$ cat src/rtl/out_port_arbiter_6to1.sv
// out_port_arbiter_6to1
// ---------------------------------------------------------------------------
// Switch allocator for one router output port. It arbitrates round-robin
// among six inputs that hold flits for this output, and locks the winner
// from its head flit to its tail flit. The winner's valid and flit go to the
// output link. The downstream ready is returned to the winner only.
//
// Ports:
//   clk        clock, rising edge active
//   rstn       asynchronous active-low reset
//   valid_in   [5:0]                per-input flit valid
//   data_in    [6*FLIT_WIDTH-1:0]   per-input flit, input i at [i*FLIT_WIDTH +: FLIT_WIDTH]
//   ready_out  [5:0]                per-input ready (granted input only)
//   valid_out                       flit valid toward the downstream link
//   data_out   [FLIT_WIDTH-1:0]     flit toward the downstream link
//   ready_in                        downstream ready
//   grant      [5:0]                registered one-hot (or zero) grant / ready-mux select
//
// Flit type is held in the two MSBs: 01 head, 00 body, 10 tail, 11 single.
// ---------------------------------------------------------------------------
module out_port_arbiter_6to1 #(
    parameter int unsigned FLIT_WIDTH = 32
) (
    input  logic                    clk,
    input  logic                    rstn,
    input  logic [5:0]              valid_in,
    input  logic [6*FLIT_WIDTH-1:0] data_in,
    output logic [5:0]              ready_out,
    output logic                    valid_out,
    output logic [FLIT_WIDTH-1:0]   data_out,
    input  logic                    ready_in,
    output logic [5:0]              grant
);

    localparam int unsigned NumIn = 6;

    // Type bit FLIT_WIDTH-2 is set for head and single (packet start);
    // type bit FLIT_WIDTH-1 is set for tail and single (packet end).
    localparam int unsigned StartBit = FLIT_WIDTH - 2;
    localparam int unsigned EndBit   = FLIT_WIDTH - 1;

    logic [5:0] grant_q, grant_d;
    logic [2:0] ptr_q, ptr_d;

    logic [5:0] req;
    logic       win_found;
    logic [2:0] win_idx;
    logic [2:0] scan_idx;
    logic       pkt_end;

    // Requests: only packet-starting flits may win arbitration.
    always_comb begin
        req = '0;
        for (int i = 0; i < NumIn; i++) begin
            req[i] = valid_in[i] & data_in[i*FLIT_WIDTH + StartBit];
        end
    end

    // Round-robin search starting at ptr_q, wrapping 5 -> 0.
    always_comb begin
        win_found = 1'b0;
        win_idx   = 3'd0;
        scan_idx  = ptr_q;
        for (int k = 0; k < NumIn; k++) begin
            if (!win_found && req[scan_idx]) begin
                win_found = 1'b1;
                win_idx   = scan_idx;
            end
            scan_idx = (scan_idx == 3'd5) ? 3'd0 : scan_idx + 3'd1;
        end
    end

    // Output mux driven purely by the grant register; zero when idle.
    always_comb begin
        data_out = '0;
        for (int i = 0; i < NumIn; i++) begin
            if (grant_q[i]) begin
                data_out = data_out | data_in[i*FLIT_WIDTH +: FLIT_WIDTH];
            end
        end
        valid_out = |(valid_in & grant_q);
        ready_out = grant_q & {6{ready_in}};
        pkt_end   = valid_out & ready_in & data_out[EndBit];
    end

    // Arbitrate when idle or when the locked packet ends this cycle. While
    // locked, ptr_q already points one past the holder, so the holder is
    // scanned last and only wins again if it is the sole requester.
    always_comb begin
        grant_d = grant_q;
        ptr_d   = ptr_q;
        if ((grant_q == 6'b0) || pkt_end) begin
            if (win_found) begin
                grant_d = 6'b000001 << win_idx;
                ptr_d   = (win_idx == 3'd5) ? 3'd0 : win_idx + 3'd1;
            end else begin
                grant_d = 6'b0;
            end
        end
    end

    always_ff @(posedge clk or negedge rstn) begin
        if (!rstn) begin
            grant_q <= 6'b0;
            ptr_q   <= 3'd0;
        end else begin
            grant_q <= grant_d;
            ptr_q   <= ptr_d;
        end
    end

    assign grant = grant_q;

endmodule

$ cat config.mk
export PLATFORM = sky130hd
export DESIGN_NAME = out_port_arbiter_6to1
export DESIGN_NICKNAME = d
export VERILOG_FILES = /design/src/rtl/out_port_arbiter_6to1.sv
export SDC_FILE = /design/constraint.sdc
export NUM_CORES = 1
export LEC_CHECK = 0
export BUFFER_PORTS_ARGS = -buffer_cell sky130_fd_sc_hd__clkbuf_2
export CORE_MARGIN = 8
export CORE_UTILIZATION = 35
export CTS_BUF_LIST = sky130_fd_sc_hd__clkbuf_4
export CTS_CLUSTER_DIAMETER = 80
export DETAILED_ROUTE_END_ITERATION = 7
export GPL_ROUTABILITY_DRIVEN = 0
export HOLD_SLACK_MARGIN = 0.02
export PLACE_DENSITY = 0.8
export SYNTH_ARGS = -nofsm -noshare
export SYNTH_HDL_FRONTEND = slang
export SYNTH_SLANG_ARGS = --single-unit
$ cat constraint.sdc
create_clock -name clk -period 5.9 [get_ports clk]
set_input_delay 0.295 -clock clk [delete_from_list [all_inputs] [get_ports clk]]
set_output_delay 0.295 -clock clk [all_outputs]
set_load 0.05 [all_outputs]
==> results of run 1 <==
-- Yosys cell counts (2+ instances only) --
| cell type | number | area (um^2) |
|---|---|---|
| a211oi_1 | 2 | 15.0 |
| a21oi_2 | 2 | 17.5 |
| dfrtp_1 | 9 | 225 |
| buf_6 | 4 | 45.0 |
| o21ai_1 | 3 | 15.0 |
| mux2_1 | 2 | 22.5 |
| buf_4 | 2 | 15.0 |
| or3b_1 | 2 | 17.5 |
| inv_1 | 9 | 33.8 |
| a22oi_1 | 99 | 743 |
| a22o_1 | 2 | 17.5 |
| a221oi_2 | 4 | 60.1 |
| or3_1 | 2 | 12.5 |
| and3_1 | 2 | 12.5 |
| nand3_1 | 41 | 205 |
| a21oi_1 | 3 | 15.0 |
| nand3b_1 | 4 | 30.0 |
| nor2_1 | 14 | 52.6 |
| ha_1 | 9 | 113 |
| a21o_1 | 3 | 22.5 |
| clkbuf_8 | 2 | 27.5 |
| nor3_1 | 2 | 10.0 |
| and2_1 | 6 | 37.5 |
| nand2_1 | 12 | 45.0 |
| o31a_1 | 2 | 17.5 |
| clkbuf_1 | 23 | 86.3 |
| o21ai_0 | 6 | 30.0 |
-- sequential cells by signal (all words and copies together), names as in the netlist --
register / cells
ptr_q: 3
grant: 6
-- how the worst min path moves through the flow --
stage                     slack [ns]  start       end
after floorplan              -0.0006   rstn  grant[0]
after global placement          0.16   rstn  grant[0]
after detailed placement        0.16   rstn  grant[0]
after CTS                       0.42   rstn  grant[2]
after global routing            0.44   rstn  grant[2]
final                           0.43   rstn  grant[0]
-- cells by family after synthesis --
family                   share of synthesized area (%)
multiplexers                                      3.02
AND/OR/NAND/NOR                                   24.3
buffers and inverters                             9.17
adder cells (fa/ha/maj)                           4.69
XOR/XNOR                                         0.365
AO/OA/AOI/OAI                                     49.0
flip-flops                                        9.38
-- placed cells by master, fill, tap and decap left out, types with 2 or more instances in the layout --
cell type / instances
ha_1: 9
a21o_1: 3
nor2_1: 14
and2_1: 6
nand3b_1: 4
a22oi_1: 99
mux2_1: 2
or3_1: 2
a221oi_2: 4
nand3_1: 41
o21ai_0: 6
o21ai_1: 3
dfrtp_1: 9
clkbuf_4: 3
nor3_1: 2
or3b_1: 2
inv_1: 9
a211oi_1: 2
clkbuf_2: 245
a21oi_2: 2
a21oi_1: 3
o31a_1: 2
a22o_1: 2
and3_1: 2
nand2_1: 12
buf_4: 6
clkinv_2: 2
-- area by class of cell --
class                      count  area [um^2]
fill                         649         3090
sequential                     9          225
timing repair buffer         252         1280
clock inverter                 1         5.00
tap                           80          100
clock buffer                   3         22.5
inverter                      10         38.8
multi-input combinational    263         1960
-- per-layer routing --
layer  wire length (um)  vias up
li1                   -     1718
met1               4920     1657
met2               6450      247
met3               1460       17
met4                201        0
met5                  0        -
-- power breakdown --
group          total (mW)  switching (mW)  internal, mW
sequential          0.196           0.106        0.0897
clock              0.0487          0.0236        0.0251
combinational        2.40            1.59         0.806
-- repair_timing --
item,4_1_cts,5_1_grt
hold buffers,1,0
endpoints found under the hold margin,9,0
gates resized for setup,0,0
-- metrics by stage --
step	cell area, um^2	hold WS, ns
6_report	3630	0.429
5_1_grt	3630	0.445
4_1_cts	3630	0.424
3_5_place_dp	3590	0.161
3_3_place_gp	3590	0.157
2_1_floorplan	2400	-0.000591
==> flow_metrics.tcl, run 1 <==
set metrics [dict create \
    timing.hold.worst.class "in2async" \
    htree_levels 1 \
    detail_route.vias_per_cell 5.89 \
    powerDensity_nw_per_um2 728 \
    crit_slowest_cell "dfrtp_1" \
    avgSynthCellArea_um2 7.65 \
    die_x_um 98.8 \
    rows 30 \
    portBuffers 245 \
    yosysWarningCount 0 \
    detailed_place_hpwl_um 10900 \
    global_route.usage.met1_pct 28.2 \
    max_cap_violations 0 \
    final.setup.worst_slack_ns 0.973 \
    core_area_um2 6720 \
    grt_pass1_vias 3777 \
    grt_first_pass_wirelength_um 20100 \
    dieArea_um2 9770 \
    crit-reg2reg-capture "ptr_q[2]" \
    end_kind "flip-flop" \
    die_h_um 98.8 \
    postCtsSetupBuffers 0 \
    setup.worst_path.start "ptr_q[0]" \
    reg2reg_from "ptr_q[0]" \
    final_max_slew_viol_count 0 \
    worst-path-stages 16 \
    tritoncts "done" \
    worst_clock_skew_ns 0.000160 \
    diodes 0 \
    critPathBufInv 3 \
    grtUsageMet3_pct 8.10 \
    crit_path_frequent_cell "ha_1" \
    report.final.setup_viol 0 \
    layout.cells.non_filler 618 \
    vdd_ir_drop_max_mv 0.406 \
    setup.worst_path.start_class "flip-flop" \
    grt_start_max_net_pins 31 \
    dpl_worst_slack_ns 0.980 \
    num_vias 3639 \
    synth.net_count 524 \
    top_level_ports 246 \
    insertion_delay_ns 0.27 \
    critPathRequiredTime_ns 6.08 \
    drt_pass1_iterations 5 \
    timing.critical_path.cells "mux2_2 -> inv_1 -> ha_1 -> nand2_1 -> inv_1 -> ha_1 -> a21oi_2 -> mux2_1 -> a22oi_2 -> nor2_1 -> a221o_1 -> a211oi_1 -> inv_1 -> ha_1 -> ha_1 -> a221oi_2" \
    worst_path_largest_cell_delay_ns 0.89 \
    drive_gt1_share_pct 52.8 \
    yosys_register_bits 9 \
    post-place-cells 613 \
    hold_violations 0 \
    setup-tns-final_ns 0 \
    first_iter_violations 239 \
    clock-sinks 9 \
    totalPowerFinal_mw 2.64 \
    globalRouteMet2Util_pct 44.2 \
    mappedNetlistArea_um2 2400 \
    drt_drc_violations_left 0 \
    postSynth.topFlopCell "dfrtp_1" \
    globalRoute.busiestLayer "met2" \
    initial_utilization_pct 35.7 \
    antenna_found_initial 0 \
    timing.max_slew.rel_slack_pct 43.6 \
    fin_nets 749 \
    cts.clk_slew.worst_paths_ns 0.06 \
    leakage_nw 1.90 \
    drtAntennaViolNets 0 \
    fmaxAchievable_mhz 203 \
    cts_made_buffers 3 \
    setup_repair_after_global_routing_missed_its_margin "false" \
    worstMarginPinSlew_ns 0.846 \
    fraction_of_the_yosys_area_taken_by_sequential_cells_pct 9.38 \
    distinct_cell_type_count_of_the_synthesized_netlist 70 \
    final.period_utilization_pct 83.5 \
    crit_fanout 29 \
    wire_per_inst_um 21.1 \
    track_usage_pct 25.1 \
    grt.overflow.total 0 \
    synthesized_netlist_cell_count 314 \
    endpoint "ptr_q[2]" \
    worst_r2r_path_depth 16 \
    timing.final.crit_period_ns 4.93 \
    setup.worst_path.class "reg2reg" \
    synth-edff-count 0 \
    path_delay_family "compound AO/OA/AOI/OAI gates" \
    area_growth_pct 51.1 \
    worst_ep_arrival_time_ns 5.11 \
    share_of_synthesized_flip_flops_with_an_asynchronous_set_or_reset_pct 100 \
    final_core_utilization_pct 54.0 \
    cts.root.buffer_cell "clkbuf_4" \
    reg2reg_slack_ns 0.97 \
    max_root_sink_buffers 2 \
    routed_wirelength_um 13000 \
    status "finished clean" \
]
Note: power is estimated with default switching activity, not from simulation.
==> inputs of run 2 (changes only) <==
clock period = 5.1 ns   (was 5.9 ns; I/O delays follow)
==> run 2 against run 1 <==
  * Setup slack got worse by 0.62 ns
  * Sequential share of layout area barely moved
  * Die area did not move
  * Clock power rose by 18%
  * Clock-buffer cell count did not move
  * Register-to-register slack got worse by 0.62 ns
  * Critical path depth rose by 1
  * Critical path type unchanged
==> flow_metrics.tcl, run 2 (synthesis results as in run 1) <==
set metrics [dict create \
    status "finished clean" \
    drtAntennaViolNets 0 \
    portBuffers 245 \
    cts_resized 0 \
    cts.clk_slew.worst_paths_ns 0.07 \
    timing.max_slew.rel_slack_pct 62.4 \
    postLayoutCellArea_um2 3640 \
    switching_power_mw 1.98 \
    worst_path_largest_cell_delay_ns 0.52 \
    leakage_nw 1.90 \
    mostFrequentLayoutCells "clkbuf_2 (245), a22oi_1 (99), nand3_1 (41), nor2_1 (14), nand2_1 (12)" \
    die_h_um 98.8 \
    timing.final.crit_period_ns 4.74 \
    drt_drc_violations_left 0 \
    setup-tns-final_ns 0 \
    routed_wirelength_um 13000 \
    max_root_sink_buffers 2 \
    clock-sinks 9 \
    diodes 0 \
    cts.root.buffer_cell "clkbuf_4" \
    rows 30 \
    grt_start_max_net_pins 31 \
    dpl_cell_area_um2 3600 \
    layout_commonest_cell "clkbuf_2" \
    area_growth_pct 51.4 \
    timing.hold.worst.class "in2async" \
    grt_first_pass_wirelength_um 19900 \
    postCtsSetupBuffers 0 \
    p_seq_share_pct 7.0 \
    largest_reg_flops 6 \
    setup.worst_path.class "reg2reg" \
    final.period_utilization_pct 93.0 \
    path_delay_family "compound AO/OA/AOI/OAI gates" \
    netSwitchingFraction_pct 65.2 \
    crit_fanout 11 \
    track_usage_pct 24.7 \
    detailed_place_hpwl_um 11000 \
    grt_pass1_vias 3852 \
    power_report.internal_total_mw 1.06 \
    initial_utilization_pct 35.7 \
    power.share.combinational_pct 91.1 \
    worstMarginPinSlew_ns 0.565 \
    tritoncts "done" \
    die_x_um 98.8 \
    dieArea_um2 9770 \
    detail_route.vias_per_cell 5.91 \
    timing.critical_path.cells "nor2_1 -> mux2_2 -> inv_1 -> ha_1 -> nand2_1 -> inv_1 -> ha_1 -> a21oi_2 -> mux2_1 -> a22oi_2 -> nor2_1 -> a221o_1 -> a211oi_1 -> inv_1 -> ha_1 -> ha_1 -> a221oi_2" \
    cts_made_buffers 3 \
    fmaxAchievable_mhz 211 \
    crit_slowest_cell "dfrtp_1" \
    postCtsHoldBufs 1 \
    critPathRequiredTime_ns 5.27 \
    powerDensity_nw_per_um2 836 \
    worst_ep_arrival_time_ns 4.91 \
    insertion_delay_ns 0.26 \
    drt_pass1_iterations 5 \
    end_kind "flip-flop" \
    crit_path_frequent_cell "ha_1" \
    num_vias 3660 \
    grt.overflow.total 0 \
    hold_violations 0 \
    fillerInstances 638 \
    power.clock.fraction_pct 1.9 \
    report.final.setup_viol 0 \
    antenna_found_initial 0 \
    htree_levels 1 \
    critPathBufInv 3 \
    first_iter_violations 243 \
    drive_gt1_share_pct 52.9 \
    core_area_um2 6720 \
    setup_repair_after_global_routing_missed_its_margin "false" \
    max_cap_violations 0 \
    fin_nets 750 \
    worst_clock_skew_ns 0.00268 \
    top_level_ports 246 \
    wire_per_inst_um 21.1 \
    vdd_ir_drop_max_mv 0.474 \
    setup.worst_path.start_class "flip-flop" \
    final_max_slew_viol_count 0 \
]
[run 2: cell count changes in the layout (fill, tap and decap cells not counted)]
cell	previous run	this run
buf_4	6	7
[run 2: path summary, 6_finish.rpt]
| check | start | end | slack (ns) | cells past startpoint |
|---|---|---|---|---|
| hold / removal | rstn | grant[0] | 0.39 | 2 |
| setup / recovery | ptr_q[2] | ptr_q[2] | 0.36 | 17 |
| hold reg to reg | ptr_q[1] | ptr_q[1] | 0.81 | 2 |
| min in group clk | ready_in | grant[2] | 0.56 | 3 |
| setup reg to reg | ptr_q[2] | ptr_q[2] | 0.36 | 17 |
| max in group asynchronous | rstn | ptr_q[2] | 4.52 | 2 |
[run 2: metal layers]
metal / routed length (um) / up-vias / global-route usage, %
met5: 0 / - / 0
met4: 229 / 0 / 5.90
met3: 1480 / 19 / 7.40
met2: 6470 / 241 / 44.1
met1: 4860 / 1680 / 27.8
li1: - / 1720 / -
[run 2: worst register-to-register path, stage by stage, from the launching register on]
cell and delay [ns]:
dfrtp_1 0.52, nor2_1 0.29, mux2_2 0.22, inv_1 0.05, ha_1 0.33, nand2_1 0.12, inv_1 0.05, ha_1 0.35
a21oi_2 0.28, mux2_1 0.38, a22oi_2 0.29, nor2_1 0.09, a221o_1 0.36, a211oi_1 0.41, inv_1 0.14, ha_1 0.23
ha_1 0.28, a221oi_2 0.26
[run 2: power groups by stage]
stage | combinational [mW] | clock, mW | sequential (mW)
after floorplan | 2.22 | 0 | 0.180
final | 2.77 | 0.0574 | 0.212
after global placement | 2.67 | 0 | 0.202
after detailed placement | 2.74 | 0 | 0.210
after global routing | 2.98 | 0.0610 | 0.216
after CTS | 2.75 | 0.0567 | 0.207
[run 2: per-stage QoR]
stage | power, mW | utilization, % | hold slack [ns] | instances | setup slack (ns)
floorplan | 2.40 | - | -0.0406 | 314 | 0.818
global placement | 2.88 | 53.6 | 0.120 | 614 | 0.701
detailed placement | 2.95 | 53.6 | 0.128 | 614 | 0.475
CTS | 3.02 | 54.1 | 0.395 | 619 | 0.469
global route | 3.25 | 54.1 | 0.403 | 619 | 0.113
finish | 3.04 | 54.1 | 0.387 | 619 | 0.358
[run 2: layout make-up]
cell class,instances,area (um^2),area share (%)
inverter,10,38.8,1.07
clock inverter,1,5.00,0.138
timing repair buffer,253,1290,35.4
sequential,9,225,6.19
clock buffer,3,22.5,0.619
multi-input combinational,263,1960,53.8
tap,80,100,2.75
==> inputs of run 3 (changes only) <==
==> constraint.sdc (replaced) <==
create_clock -name clk -period 5.1 [get_ports clk]
set_input_delay 1.02 -clock clk [delete_from_list [all_inputs] [get_ports clk]]
set_output_delay 1.02 -clock clk [all_outputs]
set_load 0.05 [all_outputs]
==> run 3 against run 2 <==
  * Setup slack better by 0.15 ns
  * Critical path depth stayed put
  * Combinational power hardly changed
  * Clock power is 3% higher
  * Non-clock buffer count is 1 lower
==> flow_metrics.tcl, run 3 (synthesis results as in run 1) <==
set metrics [dict create \
    cts.root.buffer_cell "clkbuf_4" \
    hold_violations 0 \
    first_iter_violations 243 \
    final.period_utilization_pct 90.0 \
    leakage_nw 1.90 \
    largest_reg_flops 6 \
    fillerInstances 626 \
    drtAntennaViolNets 0 \
    final_max_slew_viol_count 0 \
    area.sequential_um2 225 \
    grt_first_pass_wirelength_um 19300 \
    grt_pass1_vias 3751 \
    multi_input_comb_area_um2 1960 \
    rows 30 \
    cts_made_buffers 3 \
    setup-tns-final_ns 0 \
    initial_utilization_pct 35.7 \
    insertion_delay_ns 0.26 \
    fin_nets 749 \
    core_area_um2 6720 \
    track_usage_pct 24.0 \
    max_cap_violations 0 \
    clock-sinks 9 \
    report.final.setup_viol 0 \
    vdd_ir_drop_max_mv 0.480 \
    max_root_sink_buffers 2 \
    crit_fanout 11 \
    cts.clk_slew.worst_paths_ns 0.06 \
    top_level_ports 246 \
    setup.worst_path.start "ptr_q[2]" \
    wire_per_inst_um 20.8 \
    dieArea_um2 9770 \
    fmaxAchievable_mhz 218 \
    mostFrequentLayoutCells "clkbuf_2 (245), a22oi_1 (99), nand3_1 (41), nor2_1 (14), nand2_1 (12)" \
    worstMarginPinSlew_ns 0.828 \
    timing.hold.worst.class "in2async" \
    final.hold.worst_slack_ns 0.604 \
    portBuffers 245 \
    drt_drc_violations_left 0 \
    detail_route.vias_per_cell 5.95 \
    num_vias 3679 \
    end_kind "flip-flop" \
    die_h_um 98.8 \
    setup_repair_after_global_routing_missed_its_margin "false" \
    powerDensity_nw_per_um2 837 \
    grt_start_max_net_pins 29 \
    reg2reg_from "ptr_q[2]" \
    die_x_um 98.8 \
    timing.final.crit_period_ns 4.59 \
    area_growth_pct 51.1 \
    setup.worst_path.class "reg2reg" \
    worst_clock_skew_ns 0.00748 \
    postCtsHoldBufs 0 \
    grt.overflow.total 0 \
    postCtsSetupBuffers 0 \
    cts_resized 0 \
    layout_commonest_cell "clkbuf_2" \
    reg2reg_slack_ns 0.51 \
    detailed_place_hpwl_um 10900 \
    htree_levels 1 \
    timing.max_slew.rel_slack_pct 44.8 \
    status "finished clean" \
    setup.worst_path.start_class "flip-flop" \
    drive_gt1_share_pct 53.0 \
    worst_ep_arrival_time_ns 4.76 \
    critPathRequiredTime_ns 5.27 \
    diodes 0 \
    antenna_found_initial 0 \
    drt_pass1_iterations 5 \
    tritoncts "done" \
    routed_wirelength_um 12900 \
]
-- run 3: path summary, 6_finish.rpt --
path	endpoint	cells after the start
max	ptr_q[2]	17
min	grant[2]	1
max reg2reg	ptr_q[2]	17
min reg2reg	ptr_q[1]	2
max in group asynchronous	grant[1]	1
min in group clk	ptr_q[1]	2
-- run 3: stage by stage --
stage | utilization [%] | instances | power, mW | worst slack, ns | cell area, um^2
3_3_place_gp | 53.6 | 614 | 2.88 | 0.724 | 3600
3_5_place_dp | 53.6 | 614 | 2.95 | 0.560 | 3600
6_report | 54.0 | 618 | 3.04 | 0.508 | 3630
4_1_cts | 54.0 | 618 | 3.02 | 0.555 | 3630
5_1_grt | 54.0 | 618 | 3.25 | 0.209 | 3630
2_1_floorplan | - | 314 | 2.40 | 0.818 | 2400
-- run 3: layout make-up --
type	count	area share, %
clock buffer	4	0.828
inverter	10	1.07
multi-input combinational	263	53.9
sequential	9	6.21
tap	80	2.76
timing repair buffer	252	35.2
-- run 3: layer usage --
| layer | vias up | GRT usage (%) | share of wire (%) |
|---|---|---|---|
| li1 | 1716 | - | - |
| met1 | 1685 | 26.9 | 37 |
| met2 | 258 | 42.9 | 50 |
| met3 | 20 | 7.82 | 12 |
| met4 | 0 | 5.19 | 1.6 |
| met5 | - | 0 | 0 |
-- run 3: power breakdown --
part	switching (mW)	total, mW	internal (mW)
clock network	0.0236	0.0589	0.0354
registers	0.107	0.212	0.104
logic	1.84	2.77	0.929
total	1.97	3.04	1.07
-- run 3: worst max-delay path, cell delays in order, from the launching register on --
cell and delay (ns):
dfrtp_1 0.51, nor2_1 0.26, mux2_2 0.22, inv_1 0.06, ha_1 0.34, nand2_1 0.13, inv_1 0.05, ha_1 0.35
a21oi_2 0.27, mux2_1 0.37, a22oi_2 0.28, nor2_1 0.09, a221o_1 0.36, a211oi_1 0.35, inv_1 0.12, ha_1 0.22
ha_1 0.28, a221oi_2 0.23
